==> config.mk <==
export PLATFORM = sky130hd
export DESIGN_NAME = inv_dir_dispatch
export DESIGN_NICKNAME = d
export VERILOG_FILES = /design/src/rtl/inv_dir_dispatch.sv
export SDC_FILE = /design/constraint.sdc
export NUM_CORES = 1
export LEC_CHECK = 0
export ABC_CLOCK_PERIOD_IN_PS = 6100
export CORE_MARGIN = 2
export CORE_UTILIZATION = 30
export CTS_CLUSTER_DIAMETER = 30
export CTS_CLUSTER_SIZE = 14
export DETAILED_ROUTE_END_ITERATION = 10
export GPL_TIMING_DRIVEN = 0
export MAX_ROUTING_LAYER = met4
export PLACE_DENSITY = 0.52
export SYNTH_ARGS = -nofsm -noshare
export SYNTH_HDL_FRONTEND = slang
export SYNTH_SLANG_ARGS = --single-unit
==> constraint.sdc <==
create_clock -name clk -period 6.1 [get_ports clk]
set_input_delay 1.525 -clock clk [delete_from_list [all_inputs] [get_ports clk]]
set_output_delay 1.525 -clock clk [all_outputs]
set_load 0.03 [all_outputs]
==> src/rtl/inv_dir_dispatch.sv <==
// inv_dir_dispatch: buffers tagged directions and issues them one at a time to the inverse divider cluster
module inv_dir_dispatch #(
  parameter int WIDTH = 16,
  parameter int Q_BITS = 12,
  parameter int TAG_SIZE = 8,
  parameter int FIFO_DEPTH = 4,
  parameter int TIMEOUT = 64,
  localparam int TDW = TAG_SIZE + 3 * WIDTH
) (
  input  logic           clk,
  input  logic           reset,
  input  logic           in_valid,
  output logic           in_ready,
  input  logic [TDW-1:0] in_td,
  output logic           div_start,
  output logic [TDW-1:0] div_td,
  input  logic           div_ready,
  input  logic           div_valid,
  input  logic [TDW-1:0] div_itd,
  output logic           out_valid,
  input  logic           out_ready,
  output logic [TDW-1:0] out_itd,
  output logic           zero_fix,
  output logic           tag_err,
  output logic           timeout
);
  localparam int AW = $clog2(FIFO_DEPTH);
  localparam int CW = $clog2(FIFO_DEPTH + 1);
  localparam int TW = $clog2(TIMEOUT + 1);
  if (FIFO_DEPTH < 2 || (FIFO_DEPTH & (FIFO_DEPTH - 1)) != 0) begin : g_bad_depth
    $error("FIFO_DEPTH must be a power of two >= 2");
  end
  if (Q_BITS >= WIDTH) begin : g_bad_q
    $error("Q_BITS must be smaller than WIDTH");
  end
  typedef enum logic [1:0] {IDLE, ISSUE, WAIT, HOLD} state_t;
  state_t state, state_nx;
  logic [TDW-1:0] mem [FIFO_DEPTH];
  logic [AW-1:0] wp, rp;
  logic [CW-1:0] cnt;
  logic [TW-1:0] timer;
  logic push, pop, expired, has_zero;
  logic [TDW-1:0] head, fixed;
  assign in_ready = cnt != CW'(FIFO_DEPTH);
  assign push = in_valid && in_ready;
  assign pop = state == IDLE && cnt != '0 && !out_valid;
  assign head = mem[rp];
  assign expired = timer == TW'(TIMEOUT - 1);
  // zero components would make the divider blow up, so nudge them to one LSB
  always_comb begin
    fixed = head;
    has_zero = 1'b0;
    for (int i = 0; i < 3; i++)
      if (head[i*WIDTH +: WIDTH] == '0) begin
        fixed[i*WIDTH +: WIDTH] = WIDTH'(1);
        has_zero = 1'b1;
      end
  end
  // input buffer: ring of FIFO_DEPTH entries with an explicit occupancy count
  always_ff @(posedge clk)
    if (reset) begin
      wp <= '0;
      rp <= '0;
      cnt <= '0;
    end else begin
      if (push) begin
        mem[wp] <= in_td;
        wp <= wp + 1'b1;
      end
      if (pop) rp <= rp + 1'b1;
      cnt <= cnt + CW'(push) - CW'(pop);
    end
  // state register
  always_ff @(posedge clk)
    state <= reset ? IDLE : state_nx;
  // next-state: one job in flight, abandoned if the cluster never answers
  always_comb begin
    state_nx = state;
    case (state)
      IDLE:  state_nx = pop ? ISSUE : IDLE;
      ISSUE: state_nx = div_ready ? WAIT : ISSUE;
      WAIT:  state_nx = div_valid ? HOLD : expired ? IDLE : WAIT;
      HOLD:  state_nx = out_ready ? IDLE : HOLD;
      default: state_nx = IDLE;
    endcase
  end
  // state-decoded outputs
  always_comb begin
    div_start = state == ISSUE && div_ready;
    out_valid = state == HOLD;
    tag_err = state == WAIT && div_valid && div_itd[TDW-1 -: TAG_SIZE] != div_td[TDW-1 -: TAG_SIZE];
    timeout = state == WAIT && !div_valid && expired;
  end
  // operand, result and wait-timer registers
  always_ff @(posedge clk)
    if (reset) begin
      div_td <= '0;
      out_itd <= '0;
      zero_fix <= 1'b0;
      timer <= '0;
    end else begin
      zero_fix <= pop && has_zero;
      if (pop) div_td <= fixed;
      timer <= div_start ? '0 : state == WAIT ? timer + 1'b1 : timer;
      if (state == WAIT && div_valid) out_itd <= {div_td[TDW-1 -: TAG_SIZE], div_itd[3*WIDTH-1:0]};
    end
endmodule

# == Yosys cells after proc, flatten, opt, wreduce, memory -nomap -nowiden ==
# Memories as Yosys holds them, arrays and structs flattened. A register that Yosys moved wholly into a read port is not among the register bits.
# Cells that the tools add are included.
# word_totals
n_memories,1
output_inout_bits,118
ff_bits,129
mem_bits_rw,224
wordCells,54
# op_classes
eq_ne,6
mux,17
add_sub_neg,5
reduce_logical,17
# memory_table
memory,words,word_bits,read_ports,rd_clocked_by_memory_dff,write_ports,line,source
mem,4,56,1,1,1,38,logic [TDW-1:0] mem [FIFO_DEPTH];
# op_table
op,n
$logic_not 16->1,3
$mux 16,3
$mux 2,6
$logic_and 1x1->1,9
$ne 8x8->1,1
$pmux 2 s4,1
$add 7x1->7 const B,1
$eq 7x6->1 const B,1
$mux 1,7
$add 2x1->2 const B,2
$eq 2x2->1 const B,2
$add 3x1->3,1
$ne 3x3->1 const B,1
$reduce_bool 3->1,1
$sub 3x1->3,1
$eq 2x1->1 const B,1
$logic_not 1->1,2
$logic_not 2->1,1
$reduce_or 2->1,1

# == Logic depth before layout (Yosys ltp) ==
# depth
depth_word,5
ltp_mapped,13
ltp_nobuf,11

# == Worst setup path before layout ==
# OpenSTA, ideal clock, no wires.
# synth_path
kind,input to output
startpoint,input div_valid
endpoint,output tag_err
setup_slack_ps,2082
t_arrival_ps,2493
n_path_buf,2
cell_stages,4
t_required_ps,4575
cell_sequence,nand2_1 > clkbuf_1 > clkbuf_1 > a21oi_1
# synth_between
elab_chain_len,2
# synth_rtl
item,line,source
from (decl),18,"input logic div_valid,"
$logic_and 1x1->1 (2 in a row),91,tag_err = state == WAIT && div_valid && div_itd[TDW-1 -: TAG_SIZE] != div_td[TDW-1 -: TAG_SIZE];
to (decl),24,"output logic tag_err,"
# No other way between the ends.

# == Worst setup path in the final report ==
# Same ends and word-level chain as after synthesis.

==> qor.yml <==
global_route:
  antenna_found_initial: 2
  grt_usage_pct: 17.1
  grt_overflow: 0
  grt_pass1_vias: 8971
  grt_pass1_wl_um: 54500
  grt_max_degree: 42
setup_path:
  critPathSlowestCell: "clkdlybuf4s50_1"
  critPathKind: "in2out"
  max_stage_delay_ns: 0.62
  required_ns: 4.58
  critPathCaptureType: "output pin"
  start_kind: "input pin"
  crit_fanout: 10
  cp.arrival_ns: 3.63
  crit_chain: "clkdlybuf4s50_1 -> nand2_1 -> clkbuf_1 -> clkbuf_1 -> a21oi_1 -> clkdlybuf4s50_1"
  critical_path_buf_inv_count: 4
  path_delay_family: "buffers and inverters"
finish:
  drive_above_1_share_pct: 15.7
  syn_to_final_growth_pct: 45.8
  fillCellCount: 3918
  fin_nets: 1352
  final_cell_mix: "clkdlybuf4s50_1, nand2_1, edfxtp_1"
  layout_commonest_cell: "clkdlybuf4s50_1"
place:
  gp_congestion: 0.760
  io_buffer_count: 234
  dp_hpwl_um: 25400
drt:
  drt_iter0_markers: 451
  vias: 8533
  drt-wirelength-per-cell_um: 19.7
  drcViolationCount: 0
  ant_nets: 0
  viasPerCell: 4.54
  drt-total-wl_um: 37100
  dr.pass1.iters: 5
sta:
  worstMarginPinSlew_ns: 0.923
  fin_crit_sh_pct: 84.5
  final.min_clock_period_ns: 5.15
  slew_viol_final: 0
  rsz0062_at_grt: "false"
  finalHoldViolCount: 0
  setup_viol: 0
  clock_skew_ns: 0.0212
  fmax_ghz: 0.194
  tns_ns: 0
  max_slew_margin_pct: 38.5
clocking:
  clock_path_buffers: 3
  clock-sinks: 355
  path_clk_slew_ns: 0.04
  htreeDepth: 3
  cts_buffers: 81
  cts-resized-gates: 0
  hold_buffers: 0
  clockRootBuffer: "clkbuf_16"
  cts_setup_buffers: 0
  cts_tree: "yes"
  insertion_delay_ns: 0.59
logic_synthesis:
  synth_cells: 905
  avgSynthCellArea_um2: 14.3
  syn-cell-area_um2: 13000
  synth_nets: 1031
  synth_flop_cell: "edfxtp_1"
  ys_ff_latch: 355
  yosysWarnings: 0
  ys_seq_area_share_pct: 72.0
  yosysUniqueCellTypes: 36
  async_flop_share_pct: 0
  synth-edff-count: 224
floorplanning:
  placementRows: 76
  start_util_pct: 30.3
  die-area_um2: 45000
  io_pins: 236
  die_y_um: 212
  die_w_um: 212
  core_area_um2: 42900
pwr:
  total_power_mw: 9.43
  ir_worst_vdd_uv: 256
  cellLeakagePower_nw: 6.39
  power.density_nw_per_um2: 498
outcome:
  outcome: "completed"
min_path:
  hp-class: "reg2reg"
flow_run:
  max-cap-violations: 0
## layout make-up
cell class / instances / area (um2) / area share (%)
Clock inverter: 38 / 459 / 2.42
Multi-Input combinational cell: 491 / 3370 / 17.8
Sequential cell: 355 / 9350 / 49.4
Antenna cell: 2 / 5.00 / 0.0264
Buffer: 52 / 249 / 1.31
Inverter: 7 / 26.3 / 0.139
Tap cell: 585 / 732 / 3.87
Timing Repair Buffer: 238 / 2450 / 13.0
Clock buffer: 111 / 2290 / 12.1
## synthesized netlist by cell type (all sizes together) (2+ instances only)
cell	n	area share (%)
nand2	226	6.5
xor2	10	0.67
buf	21	1.0
clkbuf	31	0.90
nor4	14	0.67
inv	7	0.20
and2	6	0.29
nand3b	2	0.12
nor3b	2	0.12
nand4	3	0.14
a21oi	116	4.5
edfxtp	224	52
dfxtp	131	20
xnor2	7	0.47
nor2b	2	0.096
nor2	18	0.52
a211oi	3	0.17
mux2i	2	0.15
or3	3	0.14
mux4	56	9.8
nor3	3	0.12
o21ai	3	0.12
ha	7	0.67
## worst reg2reg max path: stages, from the launching register on
cell and delay [ns]:
dfxtp_1 0.29, clkbuf_1 0.21, or3_1 0.42, clkbuf_1 0.14, inv_1 0.11, clkbuf_1 0.55
ha_1 0.35, inv_1 0.06, ha_1 0.13, inv_1 0.05, fa_1 0.37, xor2_1 0.18
xnor2_1 0.14, nor2_1 0.05
## cell families after synthesis
kind of cell,share of synthesized area [%]
AOI/OAI and AO/OA,4.88
xor gates and xnor gates,1.15
adders and majority gates,0.829
buffers and inverters,2.12
DFF,72.0
muxes,9.98
and+or+nand+nor,9.05
## sequential cells by signal, indices dropped and copies added (netlist names), named ones only
register  count
zero_fix      1
div_td       56
timer         7
out_itd      56
wp            2
cnt           3
rp            2
state         2
mem         224
## stage by stage
stage	setup WS (ns)	instances	area [um2]	hold WS, ns	util (%)
after CTS	0.951	1877	18900	0.452	44.1
after global routing	0.833	1879	18900	0.469	44.2
after detailed placement	0.962	1728	16200	0.446	37.7
after floorplan	2.08	905	13000	0.469	-
final	0.948	1879	18900	0.450	44.2
after global placement	0.658	1724	16100	0.442	37.4
## routing by layer
metal | global-route usage, % | wire, um
met5 | - | 0
met4 | 4.74 | 674
met3 | 5.48 | 3300
met2 | 28.3 | 18000
met1 | 19.9 | 15200
## path summary, 6_finish.rpt
check / slack [ns] / cells after the start / startpoint / to
max: 0.95 / 6 / div_valid / tag_err
min: 0.45 / 2 / out_itd[23] / out_itd[23]
max reg2reg: 2.94 / 13 / state[0] / cnt[2]
min reg2reg: 0.45 / 2 / out_itd[23] / out_itd[23]
## power by group
part / switching, mW / total (mW) / internal, mW
logic: 1.29 / 2.12 / 0.836
registers: 0.169 / 3.01 / 2.85
clock network: 1.33 / 4.29 / 2.96
total: 2.79 / 9.43 / 6.64
(Power assumes the default switching activity.)
==> variant 1 (same settings) <==
Re-encode `state_t` (4 states) as one-hot, 4 bits wide.
--- a/src/rtl/inv_dir_dispatch.sv
+++ b/src/rtl/inv_dir_dispatch.sv
@@ -33,7 +33,7 @@
   if (Q_BITS >= WIDTH) begin : g_bad_q
     $error("Q_BITS must be smaller than WIDTH");
   end
-  typedef enum logic [1:0] {IDLE, ISSUE, WAIT, HOLD} state_t;
+  typedef enum logic [3:0] {IDLE = 4'b0001, ISSUE = 4'b0010, WAIT = 4'b0100, HOLD = 4'b1000} state_t;
   state_t state, state_nx;
   logic [TDW-1:0] mem [FIFO_DEPTH];
   logic [AW-1:0] wp, rp;
Function: same outputs for any inputs over 4 cycles, from zero or initial values and one cycle with reset high; so few cycles prove little.
==> variant 1 against the unedited design <==
  * Largest power group unchanged
  * Hold slack got worse by 0.0020 ns
  * Setup slack got worse by 0.095 ns
  * Utilization rose by 0.099 points
  * Design area rose by 0.89%
  * Largest cell class unchanged
  * Sequential cell count rose by 2
  * Total power fell by 0.66%
  * Via count rose by 1.4%
  * Routed wire length fell by 0.39%
  * Synthesized area rose by 1.1%
  * Cell count rose by 0.85%
==> variant 1: results (changes against the unedited design) <==
[cells_and_area]
nNetsFinal = 1364  ; was 1352
final_layout_size_suffix_gt1_frac = 0.162  ; was 0.157
nFillCells = 4012  ; was 3918

[grt]
grtUsageTotal = 0.167  ; was 0.171
antenna_found_initial = 5  ; was 2
use_met2 = 0.271  ; was 0.283
grt_start_max_net_pins = 37  ; was 42
use_met3 = 0.0534  ; was 0.0548
grtUsageMet1 = 0.199  ; about the same
grt_pass1_vias = 8775  ; was 8971
grt_pass1_wl_um = 53800  ; was 54500 µm

[placed_design]
dp_slack_ns = 0.777  ; was 0.962 ns
post_dp_cell_area_mm2 = 0.0163  ; was 0.0162 mm²
port_buffers = 234  ; unchanged
hpwlAfterDp_um = 25100  ; was 25400 µm
place.gp.congestion = 0.741  ; was 0.760
dp_cells = 1741  ; was 1728

[timing]
fin_hold_ws_ns = 0.448  ; was 0.450 ns
worst_slew_pin_slew_ns = 0.882  ; was 0.923 ns
clock_skew_ns = 0.0261  ; was 0.0212 ns
fin_crit_ns = 5.25  ; was 5.15 ns

[route]
route.met3.wl_um = 2910  ; was 3300 µm
viasPerCell = 4.56  ; was 4.54
wl_met1_um = 15500  ; was 15200 µm
wl_per_cell_um = 19.5  ; was 19.7 µm
drt_iter0_markers = 445  ; was 451
met2_length_um = 17800  ; was 18000 µm
vias = 8649  ; was 8533

[worst_setup_path]
r2r_setup_slack_ns = 2.33  ; was 2.94 ns
r2r-start = state[1]  ; was state[0]
crit_family = buffers and inverters  ; unchanged
setup.worst_path.start = div_valid  ; unchanged

[logic_synthesis]
synth.net_count = 1044  ; was 1031
ys_types = 39  ; was 36
synthTopCellsByCount = nand2_1, edfxtp_1, dfxtp_1, a21oi_1, mux4_2  ; unchanged
synth_top_cells_by_area = edfxtp_1, dfxtp_1, mux4_2, nand2_1, a21oi_1  ; unchanged
yosysSeqAreaShare = 0.715  ; was 0.720
synth_area_per_cell_um2 = 14.3  ; about the same

[hold_path]
hp-start = out_itd[48]  ; was out_itd[23]
min_path_type = flip-flop to flip-flop  ; unchanged
min_to = out_itd[48]  ; was out_itd[23]

[pwr]
p_leak_nw = 6.47  ; was 6.39 nW
ir_drop_uv = 247  ; was 256 µV

[clocking]
htreeDepth = 3  ; unchanged
numCtsBuffers = 80  ; was 81
cts_buffer_depth = 3  ; unchanged
cts_root_buf = clkbuf_16  ; unchanged

[status]
status = complete, no violations  ; unchanged

==> variant 1: final cells by class <==
type,count,area [µm²],share of cell area
multi-input cells,500,3460,0.181
clock buffers,107,2270,0.119
repair buffers,238,2430,0.127
inverters,8,30.0,0.00157
plain buffers,53,258,0.0135
diodes,6,15.0,0.000786
well taps,585,732,0.0383
clock inverters,41,527,0.0276
flip-flops and latches,357,9390,0.491
==> variant 1: cell families (layout without fill, tap and decap cells) <==
logic type / Yosys count / count (layout) / share of synthesized area
other: 0 / 6 / 0
buffers and inverters: 61 / 447 / 0.0219
XOR/XNOR: 20 / 20 / 0.0133
adder cells (fa/ha/maj): 8 / 8 / 0.00820
multiplexers: 57 / 57 / 0.0980
AND/OR/NAND/NOR: 291 / 291 / 0.0936
flip-flops: 357 / 357 / 0.715
AO/OA/AOI/OAI: 124 / 124 / 0.0495
==> variant 1: power breakdown <==
part | switching, W | internal [W]
Combinational | 0.00122 | 0.000802
Clock | 0.00134 | 0.00300
Sequential | 0.000156 | 0.00285
Total | 0.00272 | 0.00665
==> variant 2 (same settings) <==
Made on the original files. `TIMEOUT`: 64 -> 128.
--- a/src/rtl/inv_dir_dispatch.sv
+++ b/src/rtl/inv_dir_dispatch.sv
@@ -4,7 +4,7 @@
   parameter int Q_BITS = 12,
   parameter int TAG_SIZE = 8,
   parameter int FIFO_DEPTH = 4,
-  parameter int TIMEOUT = 64,
+  parameter int TIMEOUT = 128,
   localparam int TDW = TAG_SIZE + 3 * WIDTH
 ) (
   input  logic           clk,
Formal check against the unedited RTL: same outputs for any inputs over 4 cycles, from zero or initial values and one cycle with reset high; that may be too few to reach the edited logic, so the function may still have changed.
==> variant 2 against the unedited design <==
  * Routed wire length shrank 2.3%
  * Highest routed layer unchanged
  * Total power grew 0.74%
  * Fmax shrank 2.2%
  * Largest cell class unchanged
  * Critical path type unchanged
  * Design area grew 0.63%
  * Sequential cell count grew 1
  * Synthesized area grew 0.41%
  * Setup slack lost 0.12 ns
==> variant 2: results (changes against the unedited design) <==
[grt]
grt_pass1_wl_um = 53300  ; was 54500 µm
grtUsageTotal = 0.166  ; was 0.171
antenna_found_initial = 4  ; was 2
grtUsageMet1 = 0.188  ; was 0.199
grt_start_max_net_pins = 45  ; was 42

[route]
first_pass_iters = 4  ; was 5
vias = 8598  ; was 8533
route.met3.wl_um = 2970  ; was 3300 µm
wl_met1_um = 14700  ; was 15200 µm
met2_length_um = 17600  ; was 18000 µm
drt_iter0_markers = 459  ; was 451

[hold_path]
hp-start = out_itd[13]  ; was out_itd[23]

[pwr]
p_int_w = 0.00670  ; was 0.00664 W
clk-power_w = 0.00437  ; was 0.00429 W

[placed_design]
hpwlAfterDp_um = 24500  ; was 25400 µm
post_dp_cell_area_mm2 = 0.0162  ; about the same

[timing]
layout_setup_ws_ns = 0.832  ; was 0.948 ns
slew_headroom = 0.374  ; was 0.385

[logic_synthesis]
ys_types = 34  ; was 36
synthTopCellsByCount = nand2_1, edfxtp_1, dfxtp_1, a21oi_1, mux4_2  ; unchanged
synth_area_per_cell_um2 = 14.2  ; was 14.3 µm²
synth_top_cells_by_area = edfxtp_1, dfxtp_1, mux4_2, nand2_1, a21oi_1  ; unchanged
synth.net_count = 1042  ; was 1031

[status]
status = complete, no violations  ; unchanged

[cells_and_area]
nFillCells = 3963  ; was 3918

[worst_setup_path]
r2r_end = div_td[32]  ; was cnt[2]
r2r_setup_slack_ns = 2.64  ; was 2.94 ns
r2r_cells = 6  ; was 13

variant 2: changes by cell type after synthesis, moves of 2 or more:
| cell | change |
|---|---|
| buf_2 | -2 |
| clkbuf_1 | +5 |
| mux2i_1 | -2 |
| nand3_1 | +3 |
| nand3b_1 | -2 |
| nor2_1 | +6 |
variant 2: cells by family (layout without fill, tap and decap cells):
family                   count (synthesis)  count (layout)  synth area share
multiplexers                            56              56            0.0979
flip-flops                             356             356             0.719
other                                    0               4                 0
adder cells (fa/ha/maj)                  8               8           0.00825
AND/OR/NAND/NOR                        292             292            0.0917
buffers and inverters                   61             448            0.0218
XOR/XNOR                                19              19            0.0128
AO/OA/AOI/OAI                          124             124            0.0490
variant 2: area by class of cell:
cell class,count,area (µm²),area share
tap,585,732,0.0384
inverter,6,22.5,0.00118
clock buffer,99,2220,0.116
antenna,4,10.0,0.000525
buffer,55,262,0.0137
multi-input combinational,499,3400,0.178
clock inverter,50,596,0.0313
timing repair buffer,238,2450,0.129
sequential,356,9370,0.492
